<file path="src/rtl/sipo_pkg.sv">
// Shared types and constants for the serial-in/parallel-out deframer.
package sipo_pkg;

    typedef enum logic {
        HUNT  = 1'b0,
        SHIFT = 1'b1
    } sipo_state_t;

    localparam int WIDTH_MIN = 2;

endpackage

</file>
<file path="src/rtl/sipo_out_slot.sv">
// One-entry output holding register with valid/ready handshake and sticky overflow.
module sipo_out_slot
    import sipo_pkg::*;
#(
    parameter int WIDTH = 4
) (
    input  logic             clk_i,
    input  logic             rst_i,
    input  logic [WIDTH-1:0] word_i,
    input  logic             word_stb_i,
    input  logic             dout_ready_i,
    output logic [WIDTH-1:0] dout_o,
    output logic             dout_valid_o,
    output logic             overflow_o
);

    logic [WIDTH-1:0] dout_q;
    logic             valid_q;
    logic             overflow_q;
    logic             slot_free;

    // Handshake: a word transfers on any posedge where dout_valid_o && dout_ready_i;
    // while dout_valid_o is high and dout_ready_i is low, dout_o and dout_valid_o hold.
    assign slot_free = !valid_q || dout_ready_i;

    always_ff @(posedge clk_i) begin
        if (rst_i) begin
            dout_q     <= '0;
            valid_q    <= 1'b0;
            overflow_q <= 1'b0;
        end else if (word_stb_i) begin
            if (slot_free) begin
                dout_q  <= word_i;
                valid_q <= 1'b1;
            end else begin
                overflow_q <= 1'b1;
            end
        end else if (valid_q && dout_ready_i) begin
            valid_q <= 1'b0;
        end
    end

    assign dout_o       = dout_q;
    assign dout_valid_o = valid_q;
    assign overflow_o   = overflow_q;

endmodule

</file>
<file path="src/rtl/sipo_deframer.sv">
// Rebuilds LSB-first serial bits into WIDTH-bit words aligned by a sync strobe.
module sipo_deframer
    import sipo_pkg::*;
#(
    parameter int WIDTH = 4,
    parameter int CNT_W = $clog2(WIDTH)
) (
    input  logic             clock,
    input  logic             rst,
    input  logic             sin_en,
    input  logic             sin,
    input  logic             sync,
    output logic [WIDTH-1:0] dout,
    output logic             dout_valid,
    input  logic             dout_ready,
    output logic             overflow,
    output logic             aligned
);

    localparam logic [CNT_W-1:0] LAST_BIT = CNT_W'(WIDTH - 1);

    generate
        if (WIDTH < WIDTH_MIN || WIDTH > 32) begin : g_bad_width
            $error("sipo_deframer: WIDTH out of range");
        end
    endgenerate

    sipo_state_t      state_q;
    logic [CNT_W-1:0] bit_cnt_q;
    // The shifter's LSB would be shifted out on completion before ever being read, so only
    // the upper WIDTH-1 bits are kept; the full shifter value is {sr_q, unused_bit}.
    logic [WIDTH-2:0] sr_q;
    logic [WIDTH-1:0] word_d;
    logic             word_stb;

    assign word_d   = {sin, sr_q};
    assign word_stb = (state_q == SHIFT) && sin_en && !sync && (bit_cnt_q == LAST_BIT);

    always_ff @(posedge clock) begin
        if (rst) begin
            state_q   <= HUNT;
            bit_cnt_q <= '0;
            sr_q      <= '0;
        end else if (sin_en && sync) begin
            // Sync realigns in either state; any partial word is discarded.
            state_q          <= SHIFT;
            bit_cnt_q        <= CNT_W'(1);
            sr_q             <= '0;
            sr_q[WIDTH-2]    <= sin;
        end else if (sin_en && state_q == SHIFT) begin
            sr_q <= word_d[WIDTH-1:1];
            if (bit_cnt_q == LAST_BIT) begin
                bit_cnt_q <= '0;
            end else begin
                bit_cnt_q <= bit_cnt_q + CNT_W'(1);
            end
        end
    end

    assign aligned = (state_q == SHIFT);

    sipo_out_slot #(
        .WIDTH(WIDTH)
    ) u_out_slot (
        .clk_i       (clock),
        .rst_i       (rst),
        .word_i      (word_d),
        .word_stb_i  (word_stb),
        .dout_ready_i(dout_ready),
        .dout_o      (dout),
        .dout_valid_o(dout_valid),
        .overflow_o  (overflow)
    );

endmodule

</file>
<file path="config.mk">
export PLATFORM = sky130hd
export DESIGN_NAME = sipo_deframer
export DESIGN_NICKNAME = d
export VERILOG_FILES = /design/src/rtl/sipo_pkg.sv /design/src/rtl/sipo_out_slot.sv /design/src/rtl/sipo_deframer.sv
export SDC_FILE = /design/constraint.sdc
export NUM_CORES = 1
export LEC_CHECK = 0
export CAP_MARGIN = 20
export CORE_MARGIN = 2
export CORE_UTILIZATION = 25
export CTS_CLUSTER_SIZE = 40
export DETAILED_ROUTE_END_ITERATION = 6
export PLACE_DENSITY_LB_ADDON = 0.3
export SLEW_MARGIN = 25
export SYNTH_ARGS = -nofsm -noshare
export SYNTH_HDL_FRONTEND = slang
export SYNTH_HIERARCHICAL = 1
export SYNTH_SLANG_ARGS = --single-unit
</file>
<file path="constraint.sdc">
create_clock -name clock -period 2.98 [get_ports clock]
set_input_delay 0.298 -clock clock [delete_from_list [all_inputs] [get_ports clock]]
set_output_delay 0.298 -clock clock [all_outputs]
set_load 0.01 [all_outputs]
</file>
==> After elaboration in Yosys (flattened, before gate mapping) <==
Cells that the tools add are included.
{ "classes": {"n_addsub": 1, "n_eq_ne": 2, "n_mux": 8, "bitwise": 1, "reduce_logical": 14} }
{ "op_table": {"columns": ["cell", "count"], "rows": [
  ["two-way mux 3 bit", 2],
  ["AND reduction 2 bit", 3],
  ["logical AND 1 bit", 5],
  ["two-way mux 1 bit", 5],
  ["nonzero test 2 bit", 2],
  ["adder 2 x 1 -> 2 bit (second input constant)", 1],
  ["equality test 2 bit (second input constant)", 1],
  ["zero test 1 bit", 2],
  ["two-way mux 2 bit", 1],
  ["inequality test 2 bit (second input constant)", 1],
  ["OR reduction 2 bit", 1],
  ["logical OR 1 bit", 1],
  ["inverter 1 bit", 1]
]} }
{ "totals": {"register_bits": 12, "inputBits": 6, "out_inout_bits": 7, "word_cells": 34} }

==> Longest topological paths before layout <==
{ "logic_depth": {"word_depth": 5, "mapped_depth": 5, "ltp_nobuf": 4} }

==> By module <==
Netlist, hierarchy kept.
{ "by_module_without_submodules": {"columns": ["mod", "n_inst", "cells_per_inst", "area_per_inst_um2", "seq_area_each_um2"], "rows": [
  ["sipo_deframer", 1, 26, 265.3, 120.1],
  ["sipo_out_slot", 1, 26, 264.0, 120.1]
]} }

==> Worst setup path after synthesis <==
No wires, ideal clock.
{ "synth_path": {"path_type": "reg-to-reg", "start": "register bit_cnt_q[0]", "end": "register u_out_slot.dout_q[0] (netlist: u_out_slot/dout_o[0])", "setup_ns": 0.118, "arrival_ns": 1.057, "slack_ns": 1.804, "stages_incl_launch_ff": 6, "cell_sequence": "dfxtp_1 ha_1 and4b_2 nor2b_2 buf_6 mux2i_1"} }
{ "synth_between": {"elab_chain_cells": 3} }
{ "synth_rtl": {"columns": ["element", "line_no", "rtl"], "rows": [
  ["start: declaration", "sipo_deframer.sv:29", "logic [CNT_W-1:0] bit_cnt_q;"],
  ["start signal: assignment", "sipo_deframer.sv:55", "bit_cnt_q <= bit_cnt_q + CNT_W'(1);"],
  ["equality test 2 bit", "sipo_deframer.sv:37", "assign word_stb = (state_q == SHIFT) && sin_en && !sync && (bit_cnt_q == LAST_BIT);"],
  ["logical AND 1 bit", "sipo_deframer.sv:37", null],
  ["via word_stb", "sipo_deframer.sv:34", "logic word_stb;"],
  ["AND reduction 2 bit (no source line)", null, null],
  ["end signal: assignment", "sipo_out_slot.sv:33", "dout_q <= word_i;"],
  ["end: declaration", "sipo_out_slot.sv:17", "logic [WIDTH-1:0] dout_q;"]
]} }
The timed path passes the listed nets, and every way through them passes these cells.
A chain may end at the register's enable or synchronous reset.

==> Final worst setup path <==
{ "layout_path": {"start": "register state_q (netlist: aligned)", "end": "output aligned"} }
{ "layout_rtl": {"columns": ["element", "line_no", "rtl"], "rows": [
  ["start: declaration", "sipo_deframer.sv:28", "sipo_state_t state_q;"],
  ["start signal: assignment", "sipo_deframer.sv:41", "state_q <= HUNT;"],
  ["start signal: assignment", "sipo_deframer.sv:46", "state_q <= SHIFT;"],
  ["end: declaration", "sipo_deframer.sv:17", "output logic aligned"]
]} }
No word-level cell between the ends.

==> summary.md <==
| Metric | Value |
|---|---|
| Remaining antenna violation count | `0` |
| Critical path's slowest cell | `clkdlybuf4s50_1` |
| Pwr/cell area | `457 nW/um^2` |
| Yosys reg bits | `12` |
| Met2 Track Usage GR | `11.8%` |
| XOR/XNOR share of the synthesized area | `0%` |
| Post-synth top area share | `45.4%` |
| Clk root buf | `clkbuf_4` |
| Hold_ws | `0.470 ns` |
| NumNets Final | `74` |
| Slew Viols, Final | `0` |
| Cts repair resizes | `0` |
| Part of the Yosys area used for sequential elements | `45.4%` |
| Vias in the first global route | `348` |
| FMAX | `0.636 GHz` |
| Leak pwr | `0.237 nW` |
| Setup CP Type | `flop to primary output` |
| Final WL | `850 um` |
| Crit Path Max Fanout | `7` |
| Grt ovf | `0` |
| CP Capture Type | `primary output` |
| Htree depth | `1` |
| First-pass GRT wire length | `1.50 mm` |
| Cell area after synthesis | `529 um^2` |
| Worst-margin pin slew | `0.490 ns` |
| Dpl cell area | `668 um^2` |
| Outcome | `finished, final reports clean` |
| RD Place Congestion | `0.618` |
| RSZ-0062 raised after global routing | `false` |
| Setup bufs post-CTS | `0` |
| Final Worst Setup Slack | `1.41 ns` |
| Total number of vias | `390` |
| Die area | `2500 um^2` |
| Clock-pin slew on the worst setup and hold paths | `0.08 ns` |
| GRT met3 Usage | `2.12%` |
| Met1 global-route usage | `9.28%` |
| Top FF cell, synth | `dfxtp_1` |
| Simple-gate share of the synthesized area | `27.7%` |
| Synthesis Warnings | `6` |
| DP Worst Slack | `1.26 ns` |
| Crit path buf inv count | `1` |
| Clk_skew | `0.00290 ns` |
| Area Overhead vs Synth | `33.1%` |
| # diodes | `0` |
| Die extent in x | `50.0 um` |
| CP Cell Sequence | `clkdlybuf4s50_1` |
| Finished Layout Cells | `93` |
| Post-detail-place hpwl | `598 um` |
| Clk buf depth | `2` |
| Core box area | `1980 um^2` |
| Peak supply drop | `195 uV` |
| Synth area leader | `dfxtp_1` |
| Initial Utilization | `26.7%` |
| Placed cells | `89` |
| Cts hold-fix bufs | `0` |
| Slew HR | `67.2%` |
| DRC errors left | `0` |
| Period minus WS final | `1.57 ns` |
| Largest family of logic cells by synthesized area | `simple AND/OR/NAND/NOR gates` |
| Pin count of the biggest net entering global routing | `19` |
| Num CTS Buffers | `3` |
| WL per Instance | `9.14 um` |
| Crit path launch type | `flop` |
| Via/cell ratio | `4.19` |
| CTS tree | `done` |
| Number of max-cap violations | `0` |
| Synth top cells by count | `12 x dfxtp_1, 12 x nand2b_1, 5 x mux2i_1, 4 x nor2_1` |
| Final Hold Fails | `0` |
| Layout cells sized above 1 | `12.1%` |
| HP Class | `flop to flop` |
| GRT busiest layer | `met2` |
| Worst skew pair latency | `0.27 ns` |
| # port buffers | `12` |
| Worst Path Required | `2.68 ns` |
| Crit path DAT | `1.28 ns` |
| Antenna violations before repair | `0` |
| Mux contribution to synthesized area | `9.46%` |
| Die height | `50.0 um` |
| Clock sink total | `12` |
| Non-Filler Cell Area, Final | `704 um^2` |
| Synth Area in Adders | `2.36%` |
| TNS Setup | `0 ns` |
| Delay of the slowest cell on the worst path | `0.57 ns` |
| Ys async rst share | `0%` |
| Initial DRC count | `2` |
| Period utilisation layout | `52.8%` |
| Overall Global Routing Usage | `8.34%` |
| FP Rows | `16` |
| Top delay family on crit path | `buffers and inverters` |
| Synth area leaders | `dfxtp_1 45%, nand2b_1 14%, mux2i_1 9.5%` |
| Post-synth EDFFs | `0` |
| Mapped Nets | `59` |
| IO Pins | `13` |
| Pre-antenna DRT Iters | `2` |
| Synth cell types | `20` |
| # setup viols final | `0` |
| Mapped Cells | `52` |
| Compound-gate portion of the synthesized area | `10.9%` |
| Syn_area_per_cell | `10.2 um^2` |
-- worst min-delay path: stages, from the launching register on --
cell     delay (ns)
dfxtp_1        0.33
a21oi_1        0.04
nor2_1         0.07
-- state kept, by name (all words and copies together) (netlist names) --
name / cells
aligned: 1
bit_cnt_q: 2
sr_q: 3
u_out_slot/dout_o: 4
u_out_slot/dout_valid_o: 1
u_out_slot/overflow_o: 1
-- cell families after synthesis --
group	after synthesis
AOI/OAI and AO/OA	8
adders and majority gates	1
buffers and inverters	4
DFF	12
muxes	5
and+or+nand+nor	22
-- per-stage QoR --
| step | utilization, % | total power, mW |
|---|---|---|
| 2_1_floorplan | - | 0.182 |
| 3_3_place_gp | 33.7 | 0.196 |
| 3_5_place_dp | 33.7 | 0.196 |
| 4_1_cts | 35.5 | 0.327 |
| 5_1_grt | 35.5 | 0.340 |
| 6_report | 35.5 | 0.322 |
-- cells in the final DEF (no fill, tap or decap), drive strengths merged --
| cell type | synthesis | routed |
|---|---|---|
| nand4bb | 1 | 1 |
| nand2b | 12 | 12 |
| nand2 | 1 | 1 |
| a21bo | 1 | 1 |
| inv | 2 | 2 |
| nor2b | 2 | 2 |
| ha | 1 | 1 |
| o22ai | 1 | 1 |
| dfxtp | 12 | 12 |
| and4b | 1 | 1 |
| mux2i | 5 | 5 |
| nor2 | 4 | 4 |
| clkbuf | 1 | 4 |
| a21oi | 2 | 2 |
| clkdlybuf4s50 | 0 | 12 |
| o32ai | 2 | 2 |
| o21a | 1 | 1 |
| a31oi | 1 | 1 |
| nand3b | 1 | 1 |
-- power by group --
group          switching [mW]  internal (mW)
Combinational          0.0105         0.0154
Clock                  0.0555         0.0742
Sequential            0.00286          0.163
-- per-layer routing --
layer / vias up / share of wire, %
met5: - / 0
met4: 0 / 1.9
met3: 2 / 3.2
met2: 7 / 45
met1: 172 / 50
li1: 209 / -
-- worst paths after layout --
| check | startpoint | endpoint | slack (ns) | depth (start not counted) |
|---|---|---|---|---|
| setup reg to reg | bit_cnt_q[0] | u_out_slot/dout_o[3] | 1.65 | 4 |
| setup / recovery | aligned | aligned | 1.41 | 1 |
| hold reg to reg | u_out_slot/overflow_o | u_out_slot/overflow_o | 0.47 | 2 |
| hold / removal | u_out_slot/overflow_o | u_out_slot/overflow_o | 0.47 | 2 |
-- final cells by class --
type / count / area, um^2
clock buffer: 4 / 36.3
fill: 211 / 1280
inverter: 2 / 7.51
multi-input combinational: 36 / 267
sequential: 12 / 240
tap: 27 / 33.8
timing repair buffer: 12 / 120
(Power assumes the default switching activity.)
